<file path="src/rtl/airi5c_pre_normalizer_pipe_pkg.sv">
// rtl/airi5c_pre_normalizer_pipe_pkg.sv - FPU operand class indices, format widths and classifier
package airi5c_pre_normalizer_pipe_pkg;

   localparam int CLS_ZERO = 0;
   localparam int CLS_DEN  = 1;
   localparam int CLS_INF  = 2;
   localparam int CLS_QNAN = 3;
   localparam int CLS_SNAN = 4;
   localparam int CLS_W    = 5;

   localparam int HALF_EXP_W    = 5;
   localparam int HALF_FRAC_W   = 10;
   localparam int SINGLE_EXP_W  = 8;
   localparam int SINGLE_FRAC_W = 23;
   localparam int DOUBLE_EXP_W  = 11;
   localparam int DOUBLE_FRAC_W = 52;

   // man_zero covers the whole mantissa including the hidden bit, so it is only set for true zeros
   function automatic logic [CLS_W-1:0] classify(input logic man_zero, input logic exp_zero,
                                                 input logic exp_max, input logic frac_zero,
                                                 input logic frac_msb);
      logic [CLS_W-1:0] c;
      c           = '0;
      c[CLS_ZERO] = man_zero;
      c[CLS_DEN]  = exp_zero && !man_zero;
      c[CLS_INF]  = exp_max && frac_zero;
      c[CLS_QNAN] = exp_max && !frac_zero && frac_msb;
      c[CLS_SNAN] = exp_max && !frac_zero && !frac_msb;
      return c;
   endfunction

endpackage

</file>
<file path="src/rtl/airi5c_pre_normalizer_pipe_lzc.sv">
// rtl/airi5c_pre_normalizer_pipe_lzc.sv - parametrised leading-zero counter
module airi5c_lzc_param #(
   parameter int W = 24
) (
   input  logic [W-1:0]             in,
   output logic [$clog2(W+1)-1:0]   y,
   output logic                     all_zero
);

   localparam int YW = $clog2(W+1);

   // scanning upward lets the highest set bit overwrite lower ones
   always_comb begin
      y = YW'(W);
      for (int i = 0; i < W; i++) begin
         if (in[i]) y = YW'(W - 1 - i);
      end
   end

   assign all_zero = ~|in;

endmodule

</file>
<file path="src/rtl/airi5c_pre_normalizer_pipe.sv">
// rtl/airi5c_pre_normalizer_pipe.sv - two-stage FPU operand unpack, classify and normalize pipeline
module airi5c_pre_normalizer_pipe
   import airi5c_pre_normalizer_pipe_pkg::*;
#(
   parameter int EXP_W  = 8,
   parameter int FRAC_W = 23,
   parameter int CH     = 2
) (
   input  logic                      clk,
   input  logic                      n_reset,
   input  logic                      flush,
   input  logic                      in_valid,
   output logic                      in_ready,
   input  logic [CH-1:0]             in_sign,
   input  logic [CH*EXP_W-1:0]       in_exp,
   input  logic [CH*FRAC_W-1:0]      in_frac,
   output logic                      out_valid,
   input  logic                      out_ready,
   output logic [CH-1:0]             out_sign,
   output logic [CH*(FRAC_W+1)-1:0]  out_man,
   output logic [CH*(EXP_W+2)-1:0]   out_exp,
   output logic [CH*5-1:0]           out_class
);

   localparam int MAN_W  = FRAC_W + 1;
   localparam int OEXP_W = EXP_W + 2;
   localparam int LZ_W   = $clog2(MAN_W + 1);
   localparam logic [OEXP_W-1:0] BIAS    = OEXP_W'((2 ** (EXP_W - 1)) - 1);
   localparam logic [OEXP_W-1:0] DEN_EXP = OEXP_W'(1) - BIAS;

   logic s1_valid;
   logic s2_adv;
   logic s1_load;
   logic s2_load;

   // out_valid doubles as the S2 valid; a flush also refuses the same-cycle input
   assign s2_adv   = !out_valid || out_ready;
   assign in_ready = !flush && (!s1_valid || s2_adv);
   assign s1_load  = in_valid && in_ready;
   assign s2_load  = s1_valid && s2_adv && !flush;

   always_ff @(posedge clk or negedge n_reset) begin
      if (!n_reset) begin
         s1_valid  <= 1'b0;
         out_valid <= 1'b0;
      end else if (flush) begin
         s1_valid  <= 1'b0;
         out_valid <= 1'b0;
      end else begin
         if (s2_adv)   out_valid <= s1_valid;
         if (in_ready) s1_valid  <= in_valid;
      end
   end

   for (genvar i = 0; i < CH; i++) begin : g_ch
      logic [EXP_W-1:0]  exp_f;
      logic [FRAC_W-1:0] frac_f;
      logic [MAN_W-1:0]  man_in;
      logic [LZ_W-1:0]   lz;
      logic              man_zero;
      logic [CLS_W-1:0]  cls_in;

      logic              s1_sign;
      logic [MAN_W-1:0]  s1_man;
      logic [LZ_W-1:0]   s1_lz;
      logic [CLS_W-1:0]  s1_cls;
      logic [EXP_W-1:0]  s1_exp_f;

      logic [MAN_W-1:0]  man_n;
      logic [OEXP_W-1:0] exp_n;

      logic              o_sign;
      logic [MAN_W-1:0]  o_man;
      logic [OEXP_W-1:0] o_exp;
      logic [CLS_W-1:0]  o_cls;

      assign exp_f  = in_exp[i*EXP_W +: EXP_W];
      assign frac_f = in_frac[i*FRAC_W +: FRAC_W];
      assign man_in = {|exp_f, frac_f};

      airi5c_lzc_param #(.W(MAN_W)) u_lzc (
         .in       (man_in),
         .y        (lz),
         .all_zero (man_zero)
      );

      assign cls_in = classify(man_zero, ~|exp_f, &exp_f, ~|frac_f, frac_f[FRAC_W-1]);

      always_ff @(posedge clk or negedge n_reset) begin
         if (!n_reset) begin
            s1_sign  <= 1'b0;
            s1_man   <= '0;
            s1_lz    <= '0;
            s1_cls   <= '0;
            s1_exp_f <= '0;
         end else if (s1_load) begin
            s1_sign  <= in_sign[i];
            s1_man   <= man_in;
            s1_lz    <= lz;
            s1_cls   <= cls_in;
            s1_exp_f <= exp_f;
         end
      end

      // inf/nan share the normal path: EMAX - BIAS falls out of the same subtraction
      always_comb begin
         man_n = s1_man;
         exp_n = OEXP_W'(s1_exp_f) - BIAS;
         if (s1_cls[CLS_ZERO]) begin
            man_n = '0;
            exp_n = '0;
         end else if (s1_cls[CLS_DEN]) begin
            man_n = s1_man << s1_lz;
            exp_n = DEN_EXP - OEXP_W'(s1_lz);
         end
      end

      always_ff @(posedge clk or negedge n_reset) begin
         if (!n_reset) begin
            o_sign <= 1'b0;
            o_man  <= '0;
            o_exp  <= '0;
            o_cls  <= '0;
         end else if (s2_load) begin
            o_sign <= s1_sign;
            o_man  <= man_n;
            o_exp  <= exp_n;
            o_cls  <= s1_cls;
         end
      end

      assign out_sign[i]                    = o_sign;
      assign out_man[i*MAN_W +: MAN_W]      = o_man;
      assign out_exp[i*OEXP_W +: OEXP_W]    = o_exp;
      assign out_class[i*CLS_W +: CLS_W]    = o_cls;
   end

endmodule

</file>
<file path="config.mk">
export PLATFORM = sky130hd
export DESIGN_NAME = airi5c_pre_normalizer_pipe
export DESIGN_NICKNAME = d
export VERILOG_FILES = /design/src/rtl/airi5c_pre_normalizer_pipe_pkg.sv /design/src/rtl/airi5c_pre_normalizer_pipe_lzc.sv /design/src/rtl/airi5c_pre_normalizer_pipe.sv
export SDC_FILE = /design/constraint.sdc
export NUM_CORES = 1
export LEC_CHECK = 0
export CORE_MARGIN = 2
export CORE_UTILIZATION = 52
export DETAILED_ROUTE_END_ITERATION = 10
export GPL_TIMING_DRIVEN = 0
export PLACE_DENSITY_LB_ADDON = 0.2
export RECOVER_POWER = 50
export SLEW_MARGIN = 20
export SYNTH_ARGS = -nofsm -noshare
export SYNTH_HDL_FRONTEND = slang
export SYNTH_SLANG_ARGS = --single-unit
</file>
<file path="constraint.sdc">
create_clock -name clk -period 3.1 [get_ports clk]
set_input_delay 0.62 -clock clk [delete_from_list [all_inputs] [get_ports clk]]
set_output_delay 0.62 -clock clk [all_outputs]
set_load 0.02 [all_outputs]
</file>
==> metrics.md, run 1 <==
| Metric | Value |
|---|---|
| CP cell instances | dlygate4sd3_1 -> nor2b_4 -> buf_6 -> a21oi_1 -> clkdlybuf4s50_1 |
| Worst Hold Path Cells | 2 |
| Total power per unit cell area | between 500 and 600 nW/µm² |
| VDD IR max | 0.4207 mV |
| Required @ worst endpoint | ~2500 ps |
| First-pass GRT wire length | 50230 µm |
| PostCTS Resize Cnt | 0 |
| Crit path capture type | output pin |
| CTS tree | yes |
| Post-CTS setup buffers | 0 |
| Dpl hpwl | 24310 µm |
| Hold_buf cts | 0 |
| Congestion Overflow GR | 0 |
| Post-synthesis sequential area ratio | a little over two fifths |
| Vias in the first global route | ~8.5k |
| Reg2reg path depth | 7 |
| Synth-to-layout area growth | 24.81% |
| GP Congestion | 0.9966 |
| Initial Util | 53.27% |
| Post-DR vias/cell | approximately 6.4 |
| Outcome | complete, but fails checks |
| CTS sink count | between 150 and 200 |
| Minimum clock period | 2761 ps |
| Worst Tran Pin Value | 1900 ps |
| Slew Viols, Final | 76 |
| CTS H-tree lvls | 4 |
| FMAX | between 300 and 400 MHz |
| Ys async rst share | 100.0% |
| Critical path class | in2out |
| Instance count on the critical path | 5 |
| Initial antenna violation count | 0 |
| GRT Overall Usage | about 33% |
| I/O pin cnt | about 150 |
| Final setup fails | 0 |
| Hold_ws | around 460 ps |
| Critical path launch point type | input port |
| Largest net degree at the start of global routing | 93 |
| Synth Area per Inst | a little under 10 µm² |
| CP max FO | 10 |
| Synthesized area | 9602 µm² |
| Setup TNS Final | 0 ps |
| Final period util | 89.06% |
| Vias | 8821 |
| Clk slew on worst S/H paths | ~80 ps |
| Worst-skew pair later-pin latency | 440 ps |
| Rel. slew slack | -26.69% |
| Final ANT Viol Nets | 0 |
| Crit path DAT | ~2100 ps |
| Yosys reg bits | ~170 |
| Fin Clk Skew | between 10 and 15 ps |
| Number of buffers created by CTS | 17 |
| Setup repair after global routing missed its margin | no |
| DR iter-0 viols | just over 900 |
| Drt pass-1 iters | 7 |
| Final net count | between 1k and 1.5k |
| # diodes | 0 |
| Buf/Inv on CP | 3 |
| Post-route DRC | 0 |
| Num rows | 49 |
| HP Class | reg2reg |
| Slowest stage delay, CP | 610 ps |
| Maximum clock path buffer count | 2 |
| Syn Inst Count | 970 |
| Syn Nets | approximately 1.0k |
| Die height | roughly 140 µm |
| Core footprint | 18020 µm² |
| Critical-path cell with the highest stage delay | clkdlybuf4s50_1 |
| Total length of routed wires | 32160 µm |
| Post-synth EDFFs | 0 |
| Pleak | approximately 5 nW |
| Fin. Hold Viols | 0 |
| CP top delay family | buffers and inverters |
| Yosys cell types | 64 |
| Fraction of layout cells with a size suffix above 1 | 14.57% |
| Wire per inst | between 20 and 25 µm |
| Die width | ~140 µm |
| CTS Root Cell | clkbuf_16 |
| Failing checks | max-capacitance violations, max-slew violations |
| Max Cap Violations | 1 |
| Synth Flop Type | dfrtp_1 |
| Full die area | approximately 20000 µm² |
| I/O Buffers | 150 |
| Yosys warnings | 0 |
## cells in the mapped netlist (4+ instances only)
library cell | n | area share [%]
dfrtp_1 | 166 | 43
nand2_1 | 134 | 5.2
mux2_2 | 74 | 8.7
o21ai_0 | 70 | 3.6
nor2_1 | 63 | 2.5
a21oi_1 | 58 | 3.0
mux2i_1 | 53 | 5.5
clkbuf_1 | 27 | 1.1
mux4_2 | 22 | 5.2
nor3_1 | 22 | 1.1
inv_1 | 18 | 0.70
buf_2 | 16 | 0.83
a22o_1 | 14 | 1.3
o22ai_1 | 14 | 0.91
a22oi_1 | 13 | 1.0
nand3_1 | 13 | 0.68
nor4_1 | 13 | 0.85
o221ai_1 | 13 | 1.2
and3_1 | 11 | 0.72
buf_1 | 10 | 0.39
xnor2_1 | 10 | 0.91
buf_4 | 9 | 0.70
nand2b_1 | 9 | 0.59
a31oi_1 | 8 | 0.52
nor2b_1 | 8 | 0.52
xor2_1 | 8 | 0.73
a221oi_1 | 6 | 0.55
nand4_1 | 6 | 0.39
a211oi_1 | 5 | 0.39
and2_1 | 5 | 0.33
o2bb2ai_1 | 5 | 0.46
buf_6 | 4 | 0.47
ha_1 | 4 | 0.52
nand3b_1 | 4 | 0.31
o211ai_1 | 4 | 0.31
## worst register-to-register path, cell delays in order, from the launching register on
cell,delay [ps]
dfrtp_1,380
nor2b_4,120
buf_6,130
nor2_1,510
clkbuf_1,530
o221ai_1,240
a21oi_1,240
a21oi_1,100
## cell families after synthesis
logic type | count (synthesis) | synth area share [%]
AOI/OAI and AO/OA | 245 | 16.55
xor gates and xnor gates | 18 | 1.642
adders and majority gates | 4 | 0.5213
buffers and inverters | 86 | 4.235
DFF | 166 | 43.26
muxes | 149 | 19.36
and+or+nand+nor | 302 | 14.43
## registers in the layout (all words and copies together), names as in the netlist
signal,count
g_ch.o_man,48
g_ch.o_cls,10
g_ch.s1_man,48
s1_valid,1
g_ch.o_sign,2
out_valid,1
g_ch.s1_exp_f,16
g_ch.o_exp,18
g_ch.s1_sign,2
g_ch.s1_cls,10
g_ch.s1_lz,10
## report_power, final
part           switching [mW]  total (mW)  internal, mW
Combinational           0.908        1.75         0.837
Sequential              0.358        2.85          2.49
Clock                    1.04        2.12          1.08
## metal layers
metal  vias to the layer above  routed length, µm  global-route usage, %
li1                       3938                  -                      -
met1                      4356              14550                  51.68
met2                       481              13920                  47.68
met3                        46               3241                  7.674
met4                         0                451                  7.737
met5                         -                  0                      0
## cell usage in the layout (no fill, tap or decap), drive strengths merged, types with 4 or more instances in the layout
cell	instances
o22ai	14
a22oi	13
buf	40
a211oi	5
xor2	8
nand4	6
and2	5
nand3b	4
a21oi	58
xnor2	10
nor4	13
nand2b	9
dlygate4sd3	40
o221ai	13
o211ai	4
nor2	63
dfrtp	166
clkbuf	45
mux2i	53
o2bb2ai	5
or3	4
nand2	134
nand3	13
ha	4
nor3	22
inv	26
clkinv	8
nor2b	9
mux2	74
clkdlybuf4s50	109
o21ai	70
a221oi	6
mux4	22
a22o	14
a31oi	8
and3	11
## final timing paths
kind	start	endpoint	slack, ps
max in group asynchronous	n_reset	g_ch[0].s1_man[23]	760
hold / removal	g_ch[1].s1_sign	g_ch[1].o_sign	460
min in group asynchronous	n_reset	g_ch[1].o_man[5]	660
setup / recovery	out_ready	in_ready	340
setup reg to reg	out_valid	g_ch[1].o_man[16]	730
hold reg to reg	g_ch[1].s1_sign	g_ch[1].o_sign	460
## metrics by stage
stage / setup slack, ps / area (µm²) / power, mW / util, % / std cells
global placement: -5440 / 11390 / 4.614 / 63.19 / 1349
CTS: 405.5 / 12000 / 6.746 / 66.60 / 1382
global route: 275.7 / 11980 / 6.979 / 66.49 / 1382
floorplan: 1132 / 9602 / 3.717 / - / 970
detailed placement: 23.47 / 11420 / 4.644 / 63.37 / 1350
finish: 339.0 / 11980 / 6.709 / 66.49 / 1382
## layout make-up
type | instances | area, µm²
flip-flops and latches | 166 | 4154
plain buffers | 66 | 331.6
multi-input cells | 718 | 5047
clock inverters | 15 | 156.4
repair buffers | 151 | 1508
fillers | 1518 | 6041
clock buffers | 17 | 425.4
well taps | 229 | 286.5
inverters | 20 | 75.07
Note: power is estimated with default switching activity, not from simulation.
==> inputs of run 2 (changes only) <==
--- a/config.mk
+++ b/config.mk
@@ -6,7 +6,7 @@
 export NUM_CORES = 1
 export LEC_CHECK = 0
 export CORE_MARGIN = 2
-export CORE_UTILIZATION = 52
+export CORE_UTILIZATION = 35
 export DETAILED_ROUTE_END_ITERATION = 10
 export GPL_TIMING_DRIVEN = 0
 export PLACE_DENSITY_LB_ADDON = 0.2
==> metrics.md, run 2 (same netlist as run 1, synthesis figures left out) <==
| Metric | Value |
|---|---|
| Outcome | complete, but fails checks |
| Failing checks | max-capacitance violations, max-slew violations |
| Setup repair after global routing missed its margin | no |
| Hold_buf cts | 0 (unchanged) |
| Vias in the first global route | 8456 (-0.58%) |
| Critical path class | in2reg |
| CP cell instances | clkdlybuf4s50_1 -> nand2b_1 -> nor2_1 -> clkbuf_1 -> clkbuf_1 -> nand2_1 -> nand2_1 |
| Wire per inst | 22.66 µm (-2.6%) |
| Total power per unit cell area | 556.4 nW/µm² (-0.62%) |
| Instance count on the critical path | 7 (+2) |
| CTS sink count | 166 (unchanged) |
| Vias | 8521 (-3.4%) |
| Number of buffers created by CTS | 17 (unchanged) |
| Dpl hpwl | 26000 µm (+6.9%) |
| Largest net degree at the start of global routing | 90 (-3.2%) |
| Synth-to-layout area growth | 26.88% |
| I/O Buffers | 150 (unchanged) |
| Post-CTS setup buffers | 0 (unchanged) |
| Worst Hold Path Cells | 2 (unchanged) |
| VDD IR max | 0.2866 mV (-32%) |
| Reg2reg path depth | 6 (-1) |
| CTS Root Cell | clkbuf_16 |
| # diodes | 0 (unchanged) |
| Max Cap Violations | 1 (unchanged) |
| Crit path DAT | 3340 ps (+1200 ps) |
| Hold_ws | 473.3 ps (+14.97 ps) |
| Fin. Hold Viols | 0 (unchanged) |
| Fraction of layout cells with a size suffix above 1 | 14.57% (unchanged) |
| Die height | 169.6 µm (+21%) |
| FMAX | 338.4 MHz (-6.6%) |
| Setup TNS Final | 0 ps (unchanged) |
| First-pass GRT wire length | 51720 µm (+3.0%) |
| Initial Util | 35.63% (-18 points) |
| CP top delay family | buffers and inverters |
| Leading cell types in the layout, fill and taps excluded | dfrtp_1, nand2_1, clkdlybuf4s50_1, mux2_2, o21ai_0 |
| Rel. slew slack | -35.97% (-9.3 points) |
| Minimum clock period | 2955 ps (+193.7 ps) |
| Final period util | 95.31% (+6.2 points) |
| Final ANT Viol Nets | 0 (unchanged) |
| Required @ worst endpoint | 3480 ps (+1000 ps) |
| Worst Setup Slack post-DPL | -235.6 ps (-259.1 ps) |
| Buf/Inv on CP | 3 (unchanged) |
| CTS tree | yes |
| Final Worst Setup Slack | 145.3 ps (-193.7 ps) |
| CTS H-tree lvls | 4 (unchanged) |
| Worst-skew pair later-pin latency | 440 ps (about the same) |
| Core footprint | 26950 µm² (+50%) |
| Maximum clock path buffer count | 2 (unchanged) |
| Post-DR vias/cell | 5.703 (-11%) |
| Num rows | 60 (+22%) |
| Final setup fails | 0 (unchanged) |
| Drt pass-1 iters | 6 (-1) |
| GRT Overall Usage | 23.78% (-9.6 points) |
| Largest regs | g_ch.o_man: 48 flops, g_ch.s1_man: 48 flops, g_ch.o_exp: 18 flops |
| Clk slew on worst S/H paths | 80 ps (about the same) |
| CP max FO | 10 (unchanged) |
| Worst Tran Pin Value | 2040 ps (+139.2 ps) |
| Pleak | 5.024 nW (+0.38%) |
| DR iter-0 viols | 796 (-13%) |
| Post-route DRC | 0 (unchanged) |
| GP Congestion | 0.9600 (-3.7%) |
| Full die area | 28770 µm² (+47%) |
| Total length of routed wires | 33850 µm (+5.3%) |
| Critical-path cell with the highest stage delay | nor2_1 |
| Commonest non-fill, non-tap cell in the layout | dfrtp_1 |
| Slew Viols, Final | 78 (+2.6%) |
| I/O pin cnt | 151 (unchanged) |
| Critical path launch point type | input port |
| Fin Clk Skew | 13.82 ps (+2.224 ps) |
| PostCTS Resize Cnt | 0 (unchanged) |
| Initial antenna violation count | 0 (unchanged) |
| Die width | 169.6 µm (+21%) |
| Congestion Overflow GR | 0 (unchanged) |
| HP Class | reg2reg |
| Crit path capture type | flip-flop |
| Slowest stage delay, CP | 640 ps (+30 ps) |
| Final net count | 1213 (unchanged) |
-- run 2: cell types whose count changed in the layout (fill, tap and decap cells not counted), sizes merged --
cell / before / now
clkinvlp: 1 / 0
clkinv: 8 / 10
inv: 26 / 25
-- run 2: layout make-up --
cell class | instances | area (µm²)
Buffer | 66 | 331.6
Clock buffer | 17 | 425.4
Clock inverter | 15 | 198.9
Fill cell | 2619 | 14770
Inverter | 20 | 75.07
Multi-Input combinational cell | 718 | 5047
Sequential cell | 166 | 4154
Tap cell | 341 | 426.7
Timing Repair Buffer | 151 | 1524
-- run 2: stage by stage --
step	utilization (%)	cell area (µm²)	power, mW	cells
3_3_place_gp	42.78	11530	4.642	1461
2_1_floorplan	-	9602	3.717	970
5_1_grt	45.20	12180	7.104	1494
6_report	45.20	12180	6.778	1494
3_5_place_dp	42.90	11560	4.656	1462
4_1_cts	45.22	12190	6.872	1494
-- run 2: power breakdown --
part           internal, mW  switching (mW)  total [mW]
combinational         0.836           0.897        1.73
clock                  1.11            1.10        2.20
sequential             2.49           0.355        2.84
total                  4.43            2.35        6.78
-- run 2: final timing paths --
path	endpoint	slack (ps)	from
setup / recovery	g_ch[1].o_cls[3]	150	flush
hold / removal	g_ch[1].o_cls[0]	470	g_ch[1].o_cls[0]
setup reg to reg	g_ch[1].o_cls[3]	490	s1_valid
hold reg to reg	g_ch[1].o_cls[0]	470	g_ch[1].o_cls[0]
max in group asynchronous	g_ch[0].o_man[8]	1120	n_reset
min in group asynchronous	g_ch[1].o_man[2]	730	n_reset
-- run 2: tightest hold or removal path: stages, from the launching register on --
cell and delay [ps]:
dfrtp_1 340, nand2_1 50, nand2_1 50
-- run 2: layer usage --
layer / vias to the layer above / track usage [%] / part of all wire, %
li1: 3935 / - / -
met1: 4205 / 32.80 / 45
met2: 332 / 39.09 / 47
met3: 49 / 3.708 / 5.6
met4: 0 / 6.169 / 1.9
met5: - / 0 / 0
